$ cat config.mk
export PLATFORM = sky130hd
export DESIGN_NAME = hazard_unit
export DESIGN_NICKNAME = d
export VERILOG_FILES = /design/src/rtl/pipeline_pkg.sv /design/src/rtl/sat_counter.sv /design/src/rtl/hazard_unit.sv
export SDC_FILE = /design/constraint.sdc
export NUM_CORES = 1
export LEC_CHECK = 0
export CORE_UTILIZATION = 35
export CTS_BUF_LIST = sky130_fd_sc_hd__clkbuf_2
export DETAILED_ROUTE_END_ITERATION = 12
export GPL_ROUTABILITY_DRIVEN = 0
export PLACE_DENSITY = 0.57
export SLEW_MARGIN = 20
export SYNTH_ARGS = -nofsm -noshare
export SYNTH_HDL_FRONTEND = slang
export SYNTH_SLANG_ARGS = --single-unit
$ cat constraint.sdc
create_clock -name clk -period 2.76 [get_ports clk]
set_clock_uncertainty 0.1 [all_clocks]
set_input_delay 0.552 -clock clk [delete_from_list [all_inputs] [get_ports clk]]
set_output_delay 0.552 -clock clk [all_outputs]
set_load 0.01 [all_outputs]
$ cat src/rtl/pipeline_pkg.sv
// Shared definitions for the 16-bit five-stage pipeline: bypass-select codes and hazard tracking records.
// Combinational constants and types only; no latency, no flow control.
package pipeline_pkg;

  localparam int REG_ADDR_W_DEF = 3;
  // rd is held wide so the unit can be built with any register index up to 8 bits.
  localparam int REC_RD_W = 8;

  localparam logic [1:0] FWD_REG = 2'b00;
  localparam logic [1:0] FWD_EXE = 2'b01;
  localparam logic [1:0] FWD_MEM = 2'b10;
  localparam logic [1:0] FWD_WB  = 2'b11;

  typedef struct packed {
    logic                valid;
    logic [REC_RD_W-1:0] rd;
    logic                regwrite;
    logic                memread;
  } hazard_rec_t;

endpackage

$ cat src/rtl/sat_counter.sv
// Saturating event counter: +1 per cycle with inc high, holds at all-ones.
// Count visible one cycle after the event; never stalls its source.
module sat_counter #(
  parameter int CNT_W = 16
) (
  input  logic             clk,
  input  logic             reset_n,
  input  logic             inc,
  output logic [CNT_W-1:0] count
);

  always_ff @(posedge clk or negedge reset_n) begin
    if (!reset_n) begin
      count <= '0;
    end else if (inc && (count != '1)) begin
      count <= count + CNT_W'(1);
    end
  end

endmodule

$ cat src/rtl/hazard_unit.sv
// Operand bypass selection and load-use stall control for the EXE-stage ALU inputs.
// Selects/stall/bubble are zero-latency combinational; shadow records never freeze, a stall only injects a bubble.
module hazard_unit
  import pipeline_pkg::*;
#(
  parameter int REG_ADDR_W = REG_ADDR_W_DEF,
  parameter int CNT_W      = 16,
  parameter bit R0_ZERO    = 1'b1
) (
  input  logic                  clk,
  input  logic                  reset_n,
  input  logic                  id_valid,
  input  logic [REG_ADDR_W-1:0] id_rs1,
  input  logic [REG_ADDR_W-1:0] id_rs2,
  input  logic                  id_use_rs1,
  input  logic                  id_use_rs2,
  input  logic [REG_ADDR_W-1:0] id_rd,
  input  logic                  id_regwrite,
  input  logic                  id_memread,
  input  logic                  flush,
  output logic [1:0]            fwd_a_sel,
  output logic [1:0]            fwd_b_sel,
  output logic                  stall,
  output logic                  bubble,
  output logic [CNT_W-1:0]      stall_count,
  output logic [CNT_W-1:0]      flush_count
);

  hazard_rec_t exe_q, mem_q, wb_q, exe_d;
  logic hit_exe_a, hit_mem_a, hit_wb_a;
  logic hit_exe_b, hit_mem_b, hit_wb_b;
  logic load_use_a, load_use_b;

  function automatic logic hit(hazard_rec_t r, logic [REG_ADDR_W-1:0] s,
                               logic use_s, logic vld);
    return r.valid && r.regwrite && (r.rd == REC_RD_W'(s)) && use_s && vld &&
           !(R0_ZERO && (s == '0));
  endfunction

  // Youngest producer wins.
  function automatic logic [1:0] pick(logic he, logic hm, logic hw);
    if (he)      return FWD_EXE;
    else if (hm) return FWD_MEM;
    else if (hw) return FWD_WB;
    else         return FWD_REG;
  endfunction

  always_comb begin
    hit_exe_a  = hit(exe_q, id_rs1, id_use_rs1, id_valid);
    hit_mem_a  = hit(mem_q, id_rs1, id_use_rs1, id_valid);
    hit_wb_a   = hit(wb_q,  id_rs1, id_use_rs1, id_valid);
    hit_exe_b  = hit(exe_q, id_rs2, id_use_rs2, id_valid);
    hit_mem_b  = hit(mem_q, id_rs2, id_use_rs2, id_valid);
    hit_wb_b   = hit(wb_q,  id_rs2, id_use_rs2, id_valid);
    load_use_a = hit_exe_a && exe_q.memread;
    load_use_b = hit_exe_b && exe_q.memread;

    stall  = (load_use_a || load_use_b) && !flush;
    bubble = flush || stall;

    fwd_a_sel = FWD_REG;
    fwd_b_sel = FWD_REG;
    if (id_valid && !flush) begin
      if (!load_use_a) fwd_a_sel = pick(hit_exe_a, hit_mem_a, hit_wb_a);
      if (!load_use_b) fwd_b_sel = pick(hit_exe_b, hit_mem_b, hit_wb_b);
    end

    exe_d = '0;
    if (id_valid && !stall && !flush) begin
      exe_d.valid    = 1'b1;
      exe_d.rd       = REC_RD_W'(id_rd);
      exe_d.regwrite = id_regwrite;
      exe_d.memread  = id_memread;
    end
  end

  always_ff @(posedge clk or negedge reset_n) begin
    if (!reset_n) begin
      exe_q <= '0;
      mem_q <= '0;
      wb_q  <= '0;
    end else begin
      exe_q <= exe_d;
      mem_q <= exe_q;
      wb_q  <= mem_q;
    end
  end

  sat_counter #(.CNT_W(CNT_W)) u_stall_cnt (
    .clk     (clk),
    .reset_n (reset_n),
    .inc     (stall),
    .count   (stall_count)
  );

  sat_counter #(.CNT_W(CNT_W)) u_flush_cnt (
    .clk     (clk),
    .reset_n (reset_n),
    .inc     (flush),
    .count   (flush_count)
  );

endmodule
==> reports/results.ini <==
[timing]
timing.final.max_slew_violations = 0
worst_slew_pin_slew_ns = 0.375
slew_margin_rel_pct = 74.8
setup_ws_ns = -0.0791
max_clock_freq_mhz = 352
hold-worst-slack_ns = 0.346
finalSetupViolations = 4
report.final.hold_viol_count = 0
final.min_clock_period_ns = 2.84
setup_repair_after_global_routing_missed_its_margin = true
final_min_period_over_clock_period_pct = 103

[outcome]
violations = DRC, setup timing
run_status = finished, violations left

[setup_path]
maximum_fanout_encountered_on_the_critical_timing_path = 3
critPathTopFamily = compound AO/OA/AOI/OAI gates
timing.reg2reg.setup_slack_ns = 0.43
end_kind = output pin
worstReg2RegEnd = u_stall_cnt.count[14]
r2r_start = exe_q[4]
worstPathCellList = or3b_1 -> a211o_1 -> a21o_4 -> mux2_2 -> nor2_1 -> buf_2
cpPeakStageDelay_ns = 0.43
worst_path_max_delay_cell = sky130_fd_sc_hd__dfrtp_1
crit_path_buffers_inverters = 1
reg2regPathDepth = 8
timing.critical_path.from_type = register
arrival_ns = 2.19
critical_path_required_ns = 2.11
critical_path_class = reg -> out

[routing]
first_iter_violations = 38
num_vias = 1953
drt-total-wl_microns = 5220
drtAntennaViolNets = 0
wire_per_inst_microns = 13.5
drt_pre_antenna_iters = 8
drc_errors = 6
routed_via_density = 5.03

[synthesis]
synth_top_cell_area_share_pct = 51.0
yosys_register_bits = 48
synthMostInstantiatedCell = sky130_fd_sc_hd__dfrtp_1
post_synth_main_area_contributors = sky130_fd_sc_hd__dfrtp_1 (51%), sky130_fd_sc_hd__xnor2_1 (9.7%), sky130_fd_sc_hd__xor2_1 (5.6%)
number_of_enable_type_register_cells_in_the_synthesized_netlist = 0
synth.yosys.seq_area_share_pct = 51.0
yosys.area.top_type = sky130_fd_sc_hd__dfrtp_1
post_synth_instance_area_sq_um = 2360
netlist-cell-type-count = 39
yosys_warnings = 0
synthCells = 217
synth_top_cells_by_count = sky130_fd_sc_hd__dfrtp_1 (48), sky130_fd_sc_hd__xnor2_1 (26), sky130_fd_sc_hd__nand3_1 (16)
synth_flop_cell = sky130_fd_sc_hd__dfrtp_1
synth_fp_nets = 236
synthArstFlopShare_pct = 100
synthesis.area_per_instance_sq_um = 10.9

[min_path]
class_of_the_tightest_hold_or_removal_check = reg -> reg
holdPathStages = 0
min_to = mem_q[10]
holdCritStartpoint = exe_q[10]

[cells_and_area]
final_net_count = 329
number_of_antenna_repair_diodes = 0
layout.filler_cells = 592
post_route_cells_drive_above_1_share_pct = 22.2
layoutNonFillerInstCount = 388
syn_to_final_growth_pct = 42.6

[global_route]
grt_pass1_wl_microns = 9160
gr-usage-all-layers_pct = 16.3
grt_pass1_vias = 1923
total_gr_overflow = 0
antenna_found_initial = 0
grt_max_degree = 21

[placed_design]
pre_cts_setup_slack_ns = -0.844
dp.cells = 375
place.port_buffers = 54
dp_hpwl_microns = 4040

[cts]
clk_path_buf_depth = 2
cts_inserted_buffers = 5
clock_latency_ns = 0.43
tritoncts_num_sinks = 48
htree_levels = 2
clk_pin_slew_worst_paths_ns = 0.26
clock-root-buffer = sky130_fd_sc_hd__clkbuf_2
tritoncts = done

[floorplan]
die_height_microns = 84.0
core_region_area_sq_um = 6420
pin_count = 55
die_w_microns = 84.0
cell_row_count = 29
floorplan.die_area_sq_um = 7060
initial_core_util_pct = 36.7

[power_and_ir_drop]
p_per_area_nw_per_um2 = 434
total_leakage_power_uw = 0.00147
peakVddDrop_v = 0.000386

[run]
drv.max_cap_violation_count = 0

==> power breakdown <==
group	total (uW)	internal [uW]	switching, uW	leakage, uW
Sequential	842	762	80.5	0.000642
Combinational	318	188	130	0.000802
Clock	299	63.2	236	0.0000252
Total	1460	1010	446	0.00147
==> state kept, by name (all words and copies together), names as in the netlist <==
register           count
exe_q                  6
mem_q                  5
u_flush_cnt.count     16
u_stall_cnt.count     16
wb_q                   5
==> cells by family (layout without fill, tap and decap cells) <==
group                      Yosys count  count (layout)  synth area share (%)
DFF                                 48              48                  51.0
AOI/OAI and AO/OA                   21              21                  7.44
adders and majority gates            2               2                  1.06
buffers and inverters                5              99                  1.17
muxes                                5               5                  2.39
and+or+nand+nor                     95              95                  21.7
xor gates and xnor gates            41              41                  15.2
==> how the worst max path moves through the flow <==
stage	start	to	slack, ns	cells past startpoint
after detailed placement	id_rs1[0]	fwd_a_sel[1]	-0.84	7
final	exe_q[4]	fwd_a_sel[0]	-0.08	6
after global routing	exe_q[4]	fwd_a_sel[0]	-0.19	6
after floorplan	id_rs1[0]	fwd_a_sel[0]	0.09	6
after global placement	id_rs1[0]	fwd_a_sel[1]	-0.81	7
after CTS	exe_q[4]	fwd_a_sel[0]	-0.12	6
==> per-stage QoR <==
step / TNS [ns] / total power (uW) / utilization [%] / area (sq um)
2_1_floorplan: 0 / 970 / - / 2360
3_3_place_gp: -4.77 / 1160 / 49.7 / 3190
3_5_place_dp: -5.27 / 1160 / 49.7 / 3190
4_1_cts: -0.234 / 1480 / 51.5 / 3310
5_1_grt: -0.637 / 1550 / 52.3 / 3360
6_report: -0.213 / 1460 / 52.3 / 3360
==> layer usage <==
metal / vias up / share of wire, % / global-route usage (%)
li1: 959 / - / -
met1: 938 / 45 / 21.4
met2: 49 / 48 / 27.0
met3: 7 / 5.0 / 3.86
met4: 0 / 1.2 / 4.23
met5: - / 0 / 0
==> cells in the final DEF (no fill, tap or decap), types with 2 or more instances in the layout <==
cell / netlist / final
sky130_fd_sc_hd__nand2_1: 15 / 14
sky130_fd_sc_hd__and3_1: 7 / 7
sky130_fd_sc_hd__mux2_2: 3 / 3
sky130_fd_sc_hd__clkbuf_2: 0 / 6
sky130_fd_sc_hd__a211oi_2: 0 / 3
sky130_fd_sc_hd__nor3_1: 10 / 8
sky130_fd_sc_hd__clkdlybuf4s50_1: 0 / 41
sky130_fd_sc_hd__nand3_1: 16 / 16
sky130_fd_sc_hd__buf_6: 1 / 8
sky130_fd_sc_hd__buf_4: 0 / 27
sky130_fd_sc_hd__nand2b_1: 3 / 3
sky130_fd_sc_hd__xor2_1: 15 / 15
sky130_fd_sc_hd__ha_1: 2 / 2
sky130_fd_sc_hd__mux2_1: 2 / 2
sky130_fd_sc_hd__xnor2_1: 26 / 24
sky130_fd_sc_hd__buf_2: 1 / 4
sky130_fd_sc_hd__inv_1: 3 / 3
sky130_fd_sc_hd__and4_1: 4 / 4
sky130_fd_sc_hd__and2_1: 7 / 7
sky130_fd_sc_hd__clkinvlp_4: 0 / 2
sky130_fd_sc_hd__dlygate4sd2_1: 0 / 6
sky130_fd_sc_hd__nor2_1: 12 / 12
sky130_fd_sc_hd__nand4_1: 15 / 15
sky130_fd_sc_hd__xnor2_2: 0 / 2
sky130_fd_sc_hd__a21oi_1: 4 / 4
sky130_fd_sc_hd__dfrtp_1: 48 / 47
==> layout make-up <==
type / count / area (sq um) / area share (%)
Clock buffer: 5 / 25.0 / 0.745
Sequential cell: 48 / 1200 / 35.8
Multi-Input combinational cell: 164 / 1210 / 36.0
Inverter: 3 / 11.3 / 0.335
Tap cell: 77 / 96.3 / 2.87
Clock inverter: 3 / 23.8 / 0.707
Timing Repair Buffer: 88 / 791 / 23.5
==> timing repair <==
action / CTS / global route
hold buffers: 1 / 0
setup buffers: 2 / 2
resized for setup: 45 / 10
setup endpoints to repair: 6 / 6
pin swaps: 7 / 7
endpoints found under the hold margin: 12 / 0
Power figures use the tool's default switching activity.
